--- src/rtl/cor_pkg.sv ---
// Shared defaults for the OR/rise-counter block.
package cor_pkg;
  localparam int WIDTH_DEF = 1;
  localparam int CNT_W_DEF = 8;
endpackage

--- src/rtl/cor_sat_cnt.sv ---
// Saturating up-counter: q advances by one per clock where inc is high and holds at all-ones.
// Latency: one cycle from inc to q. No backpressure; inc is sampled every cycle.
module cor_sat_cnt #(
  parameter int CNT_W = cor_pkg::CNT_W_DEF
) (
  input  logic             clk,
  input  logic             rst,
  input  logic             inc,
  output logic [CNT_W-1:0] q
);

  logic at_max;

  assign at_max = &q;

  always_ff @(posedge clk or posedge rst) begin
    if (rst) begin
      q <= '0;
    end else if (inc && !at_max) begin
      q <= q + 1'b1;
    end
  end

endmodule

--- src/rtl/cor.sv ---
// Bitwise OR of x and y with a registered copy, a sticky "seen" flag and a rising-event counter.
// Latency: a is combinational; a_q, seen and rise_cnt follow one clock later. No backpressure.
module cor
  import cor_pkg::*;
#(
  parameter int WIDTH = WIDTH_DEF,
  parameter int CNT_W = CNT_W_DEF
) (
  input  logic             clk,
  input  logic             rst,
  input  logic [WIDTH-1:0] x,
  input  logic [WIDTH-1:0] y,
  output logic [WIDTH-1:0] a,
  output logic [WIDTH-1:0] a_q,
  output logic [CNT_W-1:0] rise_cnt,
  output logic             seen
);

  logic rise;

  assign a = x | y;

  // One event per edge no matter how many bits rise together.
  assign rise = |(a & ~a_q);

  always_ff @(posedge clk or posedge rst) begin
    if (rst) begin
      a_q  <= '0;
      seen <= 1'b0;
    end else begin
      a_q <= a;
      if (|a) begin
        seen <= 1'b1;
      end
    end
  end

  cor_sat_cnt #(
    .CNT_W(CNT_W)
  ) u_cnt (
    .clk(clk),
    .rst(rst),
    .inc(rise),
    .q  (rise_cnt)
  );

endmodule

--- config.mk ---
export PLATFORM = sky130hd
export DESIGN_NAME = cor
export DESIGN_NICKNAME = d
export VERILOG_FILES = /design/src/rtl/cor_pkg.sv /design/src/rtl/cor_sat_cnt.sv /design/src/rtl/cor.sv
export SDC_FILE = /design/constraint.sdc
export NUM_CORES = 1
export LEC_CHECK = 0
export CORE_AREA = 2 2 39 41
export CTS_CLUSTER_SIZE = 20
export DETAILED_ROUTE_END_ITERATION = 8
export DIE_AREA = 0 0 41 43
export GPL_TIMING_DRIVEN = 0
export PLACE_DENSITY = 0.66
export SYNTH_ARGS = -nofsm -noshare
export SYNTH_HDL_FRONTEND = slang
export SYNTH_HIERARCHICAL = 1
export SYNTH_SLANG_ARGS = --single-unit
export TNS_END_PERCENT = 50
--- constraint.sdc ---
create_clock -name clk -period 3 [get_ports clk]
set_input_delay 0.6 -clock clk [delete_from_list [all_inputs] [get_ports clk]]
set_output_delay 0.6 -clock clk [all_outputs]
set_load 0.01 [all_outputs]
### After elaboration in Yosys (flattened, before gate mapping)

Cells that the tools add are included.

| storage, ports and cells | value |
|---|---|
| register bits | 10 |
| output and inout port bits | 11 |
| input port bits | 4 |

| cells by class | value |
|---|---|
| bitwise operators | 3 |
| add/sub/neg operators | 1 |
| reduce and logical (&&, ||, !) cells | 3 |

Operator list:

| operator | count |
|---|---|
| $add A8 B1 Y8 const B | 1 |
| $reduce_and A8 Y1 | 1 |
| $and A1 B1 Y1 | 1 |
| $logic_and A1 B1 Y1 | 1 |
| $logic_not A1 Y1 | 1 |
| $not A1 Y1 | 1 |
| $or A1 B1 Y1 | 1 |

### Logic depth before layout (Yosys ltp)

Gate-level depths: netlist of the first run.

| depth | value |
|---|---|
| word-level depth | 3 |
| depth in mapped cells | 4 |
| depth with buffers taken out | 4 |

### By module

The synthesis of the first run kept the hierarchy.

By module, submodules not included:

| module | cells an instance | area each (um2) | instances |
|---|---|---|---|
| cor_sat_cnt | 35 | 417.9 | 1 |
| cor | 6 | 76.3 | 1 |

### Worst setup path before layout of the first run

No wires, ideal clock.

| timing path | value |
|---|---|
| path type | in2out |
| start point | in y |
| end point | out a |
| arrival time | 0.856 ns |
| path buffers | 0 |
| setup slack | 1.544 ns |
| stages on the path | 1 |
| path through | or2_1 |

| between the ends | value |
|---|---|
| cells in the longest elaborated chain, start to end | 1 |

RTL lines:

| what | line | RTL |
|---|---|---|
| start: declaration | cor.sv:12 | `input logic [WIDTH-1:0] y,` |
| $or A1 B1 Y1 | cor.sv:21 | `assign a = x \| y;` |
| end: declaration | cor.sv:13 | `output logic [WIDTH-1:0] a,` |

No other way between the ends.

### Final worst setup path of the first run

Same ends and word-level chain as after synthesis.

==> results of run 1 <==
## final timing paths
| path | start | end | slack [ns] | cells after the start |
|---|---|---|---|---|
| min in group asynchronous | rst | seen | 0.51 | 2 |
| max reg2reg | u_cnt/q[0] | u_cnt/q[1] | 1.57 | 4 |
| max | y | a | 0.62 | 3 |
| max in group asynchronous | rst | u_cnt/q[3] | 2.14 | 2 |
| min | seen | seen | 0.47 | 1 |
| min reg2reg | seen | seen | 0.47 | 1 |
## power by group through the flow
stage,Sequential [W],Combinational (W),Clock (W)
after floorplan,0.000228,0.0000606,0
final,0.000216,0.000163,0.000124
after detailed placement,0.000219,0.000162,0
after global routing,0.000223,0.000182,0.000133
after global placement,0.000217,0.000160,0
after CTS,0.000217,0.000163,0.000126
## metrics by stage
| step | instances | power, W |
|---|---|---|
| 6_report | 75 | 0.000503 |
| 5_1_grt | 75 | 0.000538 |
| 4_1_cts | 75 | 0.000506 |
| 3_5_place_dp | 71 | 0.000381 |
| 3_3_place_gp | 71 | 0.000377 |
| 2_1_floorplan | 41 | 0.000289 |
## Yosys cell counts
cell type / count / area [um2]
sky130_fd_sc_hd__nand4_2: 1 / 12.5
sky130_fd_sc_hd__or3_1: 1 / 6.26
sky130_fd_sc_hd__o21ai_1: 1 / 5.00
sky130_fd_sc_hd__xor2_1: 1 / 8.76
sky130_fd_sc_hd__o211ai_1: 1 / 7.51
sky130_fd_sc_hd__or2_1: 1 / 6.26
sky130_fd_sc_hd__xnor2_1: 3 / 26.3
sky130_fd_sc_hd__mux2_4: 1 / 15.0
sky130_fd_sc_hd__and2_2: 1 / 7.51
sky130_fd_sc_hd__and2_1: 1 / 6.26
sky130_fd_sc_hd__mux2_1: 1 / 11.3
sky130_fd_sc_hd__o21ba_2: 1 / 10.0
sky130_fd_sc_hd__nand3_2: 1 / 10.0
sky130_fd_sc_hd__a31oi_1: 3 / 18.8
sky130_fd_sc_hd__dfrtp_1: 10 / 250
sky130_fd_sc_hd__and4bb_2: 1 / 12.5
sky130_fd_sc_hd__nand4_1: 1 / 6.26
sky130_fd_sc_hd__nand2b_1: 1 / 6.26
sky130_fd_sc_hd__ha_1: 1 / 12.5
sky130_fd_sc_hd__a21oi_1: 1 / 5.00
sky130_fd_sc_hd__o21ai_2: 1 / 8.76
sky130_fd_sc_hd__inv_1: 2 / 7.51
sky130_fd_sc_hd__nor2_1: 1 / 3.75
sky130_fd_sc_hd__and4_1: 1 / 8.76
sky130_fd_sc_hd__nand3_1: 2 / 10.0
sky130_fd_sc_hd__and3_4: 1 / 11.3
## routing by layer
layer	part of all wire [%]	wire (um)	up-vias	global-route usage [%]
met5	0	0	-	0
met4	0.52	5	0	10.0
met3	6.3	60	2	7.85
met2	41	392	21	16.3
met1	52	497	163	19.8
li1	-	-	189	-
## flip-flops by register name (all words and copies together) (netlist names)
signal,flops
seen,1
a_q,1
u_cnt/q,8
## final cells by class
class	count	area [um2]	share of cell area (%)
well taps	16	20.0	2.90
repair buffers	14	140	20.3
clock buffers	4	36.3	5.25
inverters	2	7.51	1.09
flip-flops and latches	10	250	36.2
multi-input cells	29	236	34.2
## cells by family (layout without fill, tap and decap cells)
kind of cell,Yosys count,after routing
multiplexers,2,2
adder cells (fa/ha/maj),1,1
XOR/XNOR,4,4
buffers and inverters,2,20
flip-flops,10,10
AO/OA/AOI/OAI,8,8
AND/OR/NAND/NOR,14,14
==> tab_implementation.tex, run 1 <==
\begin{tabular}{lr}
\hline
Metric & Value \\
\hline
\multicolumn{2}{l}{\textbf{Synth}} \\
Post-synthesis sequential element count & 10 \\
Area share of xor/xnor cells in the synthesized design & under 10\% \\
Count of yosys warnings during synthesis & 6 \\
Combinational family with the most area after synthesis & simple AND/OR/NAND/NOR gates \\
Fraction of the mapped netlist area in adder cells & between 2 and 3\% \\
Post-Synth Simple-Gate Area & a little over a fifth \\
Synthesized Nets & 46 \\
Synthesized cell area & between 400 and 500 um2 \\
Area fraction in compound gates after synthesis & 11.1\% \\
Gate count after technology mapping & between 40 and 50 \\
Portion of the post-synthesis area used by sequential elements & around half \\
Post-synthesis average cell area & approximately 12 um2 \\
Mux contribution to synthesized area & around 5.3\% \\
Synth unique cells & 26 \\
\multicolumn{2}{l}{\textbf{Critical path}} \\
Critical path start-end classification & input port to output port \\
Critical path peak fanout & 3 \\
Cell seen most often among critical-path stages & sky130\_fd\_sc\_hd\_\_clkdlybuf4s50\_1 \\
Largest stage delay on the critical path & $\sim$0.48 ns \\
Worst endpoint data arrival time & 1.78 ns \\
Type of destination of the critical path & output port \\
Cell class contributing the biggest share of worst-path delay & buffers and inverters \\
CP bufs+invs & 2 \\
Sort of element at the start of the critical path & input port \\
Max stage delay cell, worst path & sky130\_fd\_sc\_hd\_\_clkdlybuf4s50\_1 \\
Cell-by-cell listing of the critical path & clkdlybuf4s50\_1 -> or2\_1 -> clkdlybuf4s50\_1 \\
Required time of the critical path & between 2 and 2.5 ns \\
\multicolumn{2}{l}{\textbf{Layout}} \\
Layout cells sized above 1 & 20.3\% \\
Count of inserted antenna diode cells & 0 \\
Number of fill cells & between 100 and 150 \\
Most frequent standard cell in the layout excluding fill and tap cells & sky130\_fd\_sc\_hd\_\_clkdlybuf4s50\_1 \\
Number of nets at the end of the flow & 65 \\
Final instance area & around 700 um2 \\
Utilization after layout & about half \\
Most frequent cells in the layout & 14 x sky130\_fd\_sc\_hd\_\_clkdlybuf4s50\_1, 10 x sky130\_fd\_sc\_hd\_\_dfrtp\_1, 3 x sky130\_fd\_sc\_hd\_\_clkbuf\_4, 3 x sky130\_fd\_sc\_hd\_\_xnor2\_1, 3 x sky130\_fd\_sc\_hd\_\_a31oi\_1 \\
P\&R area growth vs syn & 39.7\% \\
\multicolumn{2}{l}{\textbf{Pwr}} \\
Power density over the cells & approximately 730 nW/um2 \\
Design internal power & 0.000342 W \\
Clock network power share & 24.7\% \\
Maximum resistive drop on vdd & $\sim$470 uV \\
Relative contribution of sequential cells to total power & 43.0\% \\
Share of total power in combinational logic & between 30\% and 40\% \\
Leakage & 0.287 nW \\
Power dissipated by switching net loads & 0.000161 W \\
Switching portion of total power & 31.9\% \\
\multicolumn{2}{l}{\textbf{STA}} \\
Final-layout setup total negative slack & 0 ns \\
Final-report setup violation count & 0 \\
Post-layout minimum cycle time & between 2 and 2.5 ns \\
Worst Hold Slack & $\sim$0.47 ns \\
Max Clk Rate & roughly 420 MHz \\
RSZ-0062 raised after global routing & no \\
Slew HR & roughly four fifths \\
Worst path setup slack after routing & 0.624 ns \\
Final Slew Violations & 0 \\
Share of the clock period used by the worst path & a little under 80\% \\
Number of failing hold endpoints at the final stage & 0 \\
Clk\_skew & between 0.003 and 0.004 ns \\
Slew at the pin closest to its max-slew limit & 0.325 ns \\
\multicolumn{2}{l}{\textbf{Floorplan}} \\
Std-Cell Rows & 14 \\
Die width & a little over 40 um \\
Height of the chip & between 40 and 50 um \\
Starting density of the core & between 30 and 40\% \\
\# IOs & 15 \\
Placeable core region & 1380 um2 \\
Die area & roughly 1800 um2 \\
\multicolumn{2}{l}{\textbf{Placement}} \\
Port bufs & 14 \\
Placement-stage worst setup slack & between 0.6 and 0.7 ns \\
GP Congestion & approximately 0.75 \\
Placement Cell Area & 654 um2 \\
HPWL after DPL & 670 um \\
\multicolumn{2}{l}{\textbf{Run}} \\
Max-capacitance violation count & 0 \\
\multicolumn{2}{l}{\textbf{Global route}} \\
Gr ovfl total & 0 \\
Number of global-route vias before repair & between 300 and 400 \\
Wire length of the first global-routing pass & between 1500 and 2000 um \\
Number of antenna violations at the first check in global routing & 0 \\
Global-route usage over all layers & $\sim$14\% \\
Largest net degree at the start of global routing & 9 \\
\multicolumn{2}{l}{\textbf{Clock tree}} \\
TritonCTS buffer count & 3 \\
Clock Latency Late Sink & 0.27 ns \\
Hold buffer count at cts & 0 \\
Max H-tree Level & 1 \\
Maximum clock path buffer count & 2 \\
Clk root buf & sky130\_fd\_sc\_hd\_\_clkbuf\_4 \\
TritonCTS clock tree & done \\
Clock Pin Slew Worst Setup and Hold Paths & approximately 0.070 ns \\
Number of post-CTS setup repair buffers & 0 \\
Cts repair resizes & 0 \\
Clk sinks & 10 \\
\multicolumn{2}{l}{\textbf{Route}} \\
Routed via count & between 300 and 400 \\
Number of nets with antenna violations after routing & 0 \\
Drt first-iter violations & 10 \\
Drc violations & 0 \\
Wire length per cell & 12.7 um \\
Detailed Route WL & $\sim$960 um \\
Via count normalized by instance count & about 5.0 \\
Detailed-routing iteration count for the pre-antenna-repair pass & 4 \\
\multicolumn{2}{l}{\textbf{Min path}} \\
Path class of the lowest-slack min-delay path & flip-flop to flip-flop \\
\multicolumn{2}{l}{\textbf{Run status}} \\
Status & finished, final reports clean \\
\hline
\end{tabular}
(Power assumes the default switching activity.)
==> inputs of run 2 (changes only) <==
- PLACE_DENSITY: 0.66 -> 0.68
- clock period: 3 -> 1.9 ns (I/O delays scaled with it)
==> tab_implementation.tex, run 2 (same netlist as run 1, synthesis figures left out) <==
\begin{tabular}{lr}
\hline
Metric & Value \\
\hline
\multicolumn{2}{l}{\textbf{Critical path}} \\
Sort of element at the start of the critical path & input port \\
Type of destination of the critical path & output port \\
R2R Path End & u\_cnt/q[1] \\
Largest stage delay on the critical path & between 0.4 and 0.5 ns \\
Worst setup path endpoint & a \\
Number of cells on the worst reg-to-reg path & 4 \\
CP bufs+invs & 2 \\
Number of cells on the critical path & 3 \\
Critical path peak fanout & 3 \\
Worst reg-to-reg setup slack & 0.46 ns \\
Required time of the critical path & between 1.5 and 2 ns \\
Worst flop-to-flop path startpoint & u\_cnt/q[0] \\
Worst endpoint data arrival time & between 1 and 1.5 ns \\
Cell class contributing the biggest share of worst-path delay & buffers and inverters \\
Cell-by-cell listing of the critical path & clkdlybuf4s50\_1 -> or2\_1 -> dlygate4sd2\_1 \\
Critical path start-end classification & input port to output port \\
Start point of the critical path & y \\
Max stage delay cell, worst path & sky130\_fd\_sc\_hd\_\_clkdlybuf4s50\_1 \\
\multicolumn{2}{l}{\textbf{Clock tree}} \\
TritonCTS buffer count & 3 \\
Max H-tree Level & 1 \\
Hold buffer count at cts & 0 \\
Clk sinks & 10 \\
Clk root buf & sky130\_fd\_sc\_hd\_\_clkbuf\_4 \\
Clock Latency Late Sink & approximately 0.26 ns \\
Maximum clock path buffer count & 2 \\
Cts repair resizes & 1 \\
TritonCTS clock tree & done \\
Number of post-CTS setup repair buffers & 0 \\
Clock Pin Slew Worst Setup and Hold Paths & $\sim$0.070 ns \\
\multicolumn{2}{l}{\textbf{Floorplan}} \\
Die area & between 1500 and 2000 um2 \\
Starting density of the core & approximately 36\% \\
Std-Cell Rows & 14 \\
Height of the chip & between 40 and 50 um \\
Die width & between 40 and 50 um \\
\# IOs & 15 \\
Placeable core region & 1380 um2 \\
\multicolumn{2}{l}{\textbf{Layout}} \\
P\&R area growth vs syn & 36.7\% \\
Most frequent standard cell in the layout excluding fill and tap cells & sky130\_fd\_sc\_hd\_\_clkdlybuf4s50\_1 \\
Number of fill cells & about 140 \\
Largest regs & u\_cnt/q x8, a\_q x1, seen x1 \\
Layout cells sized above 1 & a little under a fifth \\
Multi-input gate area & around 240 um2 \\
Number of flip-flops in the largest register & 8 \\
Count of inserted antenna diode cells & 0 \\
Most flop-heavy register & u\_cnt/q \\
Number of nets at the end of the flow & 65 \\
Area taken by flip-flops and latches & roughly 250 um2 \\
Final std cells w/o fill & 74 \\
Utilization after layout & 48.8\% \\
Most frequent cells in the layout & 13 x sky130\_fd\_sc\_hd\_\_clkdlybuf4s50\_1, 10 x sky130\_fd\_sc\_hd\_\_dfrtp\_1, 3 x sky130\_fd\_sc\_hd\_\_clkbuf\_4, 3 x sky130\_fd\_sc\_hd\_\_xnor2\_1, 3 x sky130\_fd\_sc\_hd\_\_a31oi\_1 \\
Final instance area & between 600 and 700 um2 \\
\multicolumn{2}{l}{\textbf{Route}} \\
Number of nets with antenna violations after routing & 0 \\
Drc violations & 0 \\
Wire length per cell & $\sim$13 um \\
Routed via count & 372 \\
Detailed Route WL & around 980 um \\
Detailed-routing iteration count for the pre-antenna-repair pass & 4 \\
Drt first-iter violations & 4 \\
Via count normalized by instance count & $\sim$5.0 \\
\multicolumn{2}{l}{\textbf{Min path}} \\
Path class of the lowest-slack min-delay path & input port to asynchronous set/reset pin \\
\multicolumn{2}{l}{\textbf{Pwr}} \\
Power density over the cells & 1100 nW/um2 \\
Maximum resistive drop on vdd & 472 uV \\
Power dissipated by switching net loads & 0.000244 W \\
Switching portion of total power & about a third \\
Relative contribution of sequential cells to total power & about 47\% \\
Share of total power in combinational logic & roughly 34\% \\
Design internal power & between 0.0004 and 0.0005 W \\
Clock network power share & between 10\% and 20\% \\
Leakage & about 0.28 nW \\
\multicolumn{2}{l}{\textbf{Global route}} \\
Met3 Usage GRT & 6.28\% \\
Number of global-route vias before repair & around 360 \\
Most congested layer reported by global routing & met2 \\
Met2 global-route usage & between 20 and 25\% \\
Gr ovfl total & 0 \\
Number of antenna violations at the first check in global routing & 0 \\
Global-route usage over all layers & about 15\% \\
Wire length of the first global-routing pass & about 1600 um \\
Largest net degree at the start of global routing & 9 \\
Met1 layer usage reported by global route & around 17\% \\
\multicolumn{2}{l}{\textbf{STA}} \\
Final-layout setup total negative slack & 0 ns \\
Share of the clock period used by the worst path & 91.3\% \\
Slew at the pin closest to its max-slew limit & between 0.3 and 0.4 ns \\
Post-layout minimum cycle time & between 1.5 and 2 ns \\
Clk\_skew & a little over 0.006 ns \\
Number of failing hold endpoints at the final stage & 0 \\
Final Slew Violations & 0 \\
Final-report setup violation count & 0 \\
RSZ-0062 raised after global routing & no \\
Max Clk Rate & just under 600 MHz \\
Slew HR & about four fifths \\
\multicolumn{2}{l}{\textbf{Placement}} \\
Placement Cell Area & 654 um2 \\
Port bufs & 14 \\
GP Congestion & about 0.64 \\
HPWL after DPL & 753 um \\
Total instance count after detailed placement & roughly 70 \\
\multicolumn{2}{l}{\textbf{Run}} \\
Max-capacitance violation count & 0 \\
\multicolumn{2}{l}{\textbf{Run status}} \\
Status & finished, final reports clean \\
\hline
\end{tabular}
-- run 2: changes by cell type in the layout (fill, tap and decap cells not counted) --
cell / before / now
sky130_fd_sc_hd__clkbuf_8: 1 / 0
sky130_fd_sc_hd__clkdlybuf4s50_1: 14 / 13
sky130_fd_sc_hd__dlygate4sd2_1: 0 / 1
-- run 2: how the worst min path moves through the flow --
stage	from	end	slack (ns)	cells past startpoint
floorplan	rst	a_q	0.12	1
CTS	rst	a_q	0.29	2
global route	rst	a_q	0.30	2
detailed placement	seen	seen	0.50	1
finish	rst	a_q	0.30	2
global placement	seen	seen	0.47	1
-- run 2: final cells by class --
| class | count | share of cell area (%) |
|---|---|---|
| tap | 16 | 2.96 |
| timing repair buffer | 14 | 20.6 |
| sequential | 10 | 37.0 |
| multi-input combinational | 29 | 35.0 |
| inverter | 2 | 1.11 |
| clock buffer | 3 | 3.33 |
-- run 2: power groups by stage --
stage,combinational [W],sequential [W],clock [W]
3_3_place_gp,0.000252,0.000345,0
2_1_floorplan,0.0000957,0.000360,0
6_report,0.000254,0.000344,0.000143
3_5_place_dp,0.000258,0.000348,0
4_1_cts,0.000257,0.000344,0.000151
5_1_grt,0.000280,0.000358,0.000172
-- run 2: metrics by stage --
step / hold slack [ns] / setup WS, ns / power [W]
after floorplan: 0.121 / 0.533 / 0.000456
after global placement: 0.470 / -0.0282 / 0.000597
after detailed placement: 0.500 / -0.0249 / 0.000606
after CTS: 0.293 / 0.164 / 0.000752
after global routing: 0.298 / 0.117 / 0.000809
final: 0.301 / 0.165 / 0.000741
-- run 2: metal layers --
metal  share of wire (%)  wire, um  vias up
li1                    -         -      185
met1                  44       430      178
met2                  52       507        7
met3                 2.5        24        2
met4                 1.4        14        0
met5                   0         0        -
==> inputs of run 3 (changes only) <==
==> constraint.sdc (replaced) <==
create_clock -name clk -period 1.9 [get_ports clk]
set_input_delay 0.38 -clock clk [delete_from_list [all_inputs] [get_ports clk]]
set_output_delay 0.38 -clock clk [all_outputs]
set_load 0.02 [all_outputs]
==> results of run 3 <==
Same layout as run 2 (identical final DEF). Status: finished, final reports clean.
Main changes from that run: setup slack after placement -0.0249 ns -> -0.0845 ns; setup slack after layout 0.165 ns -> 0.128 ns; total power 0.000741 W -> 0.000784 W; worst IR drop on VDD 472 uV -> 479 uV
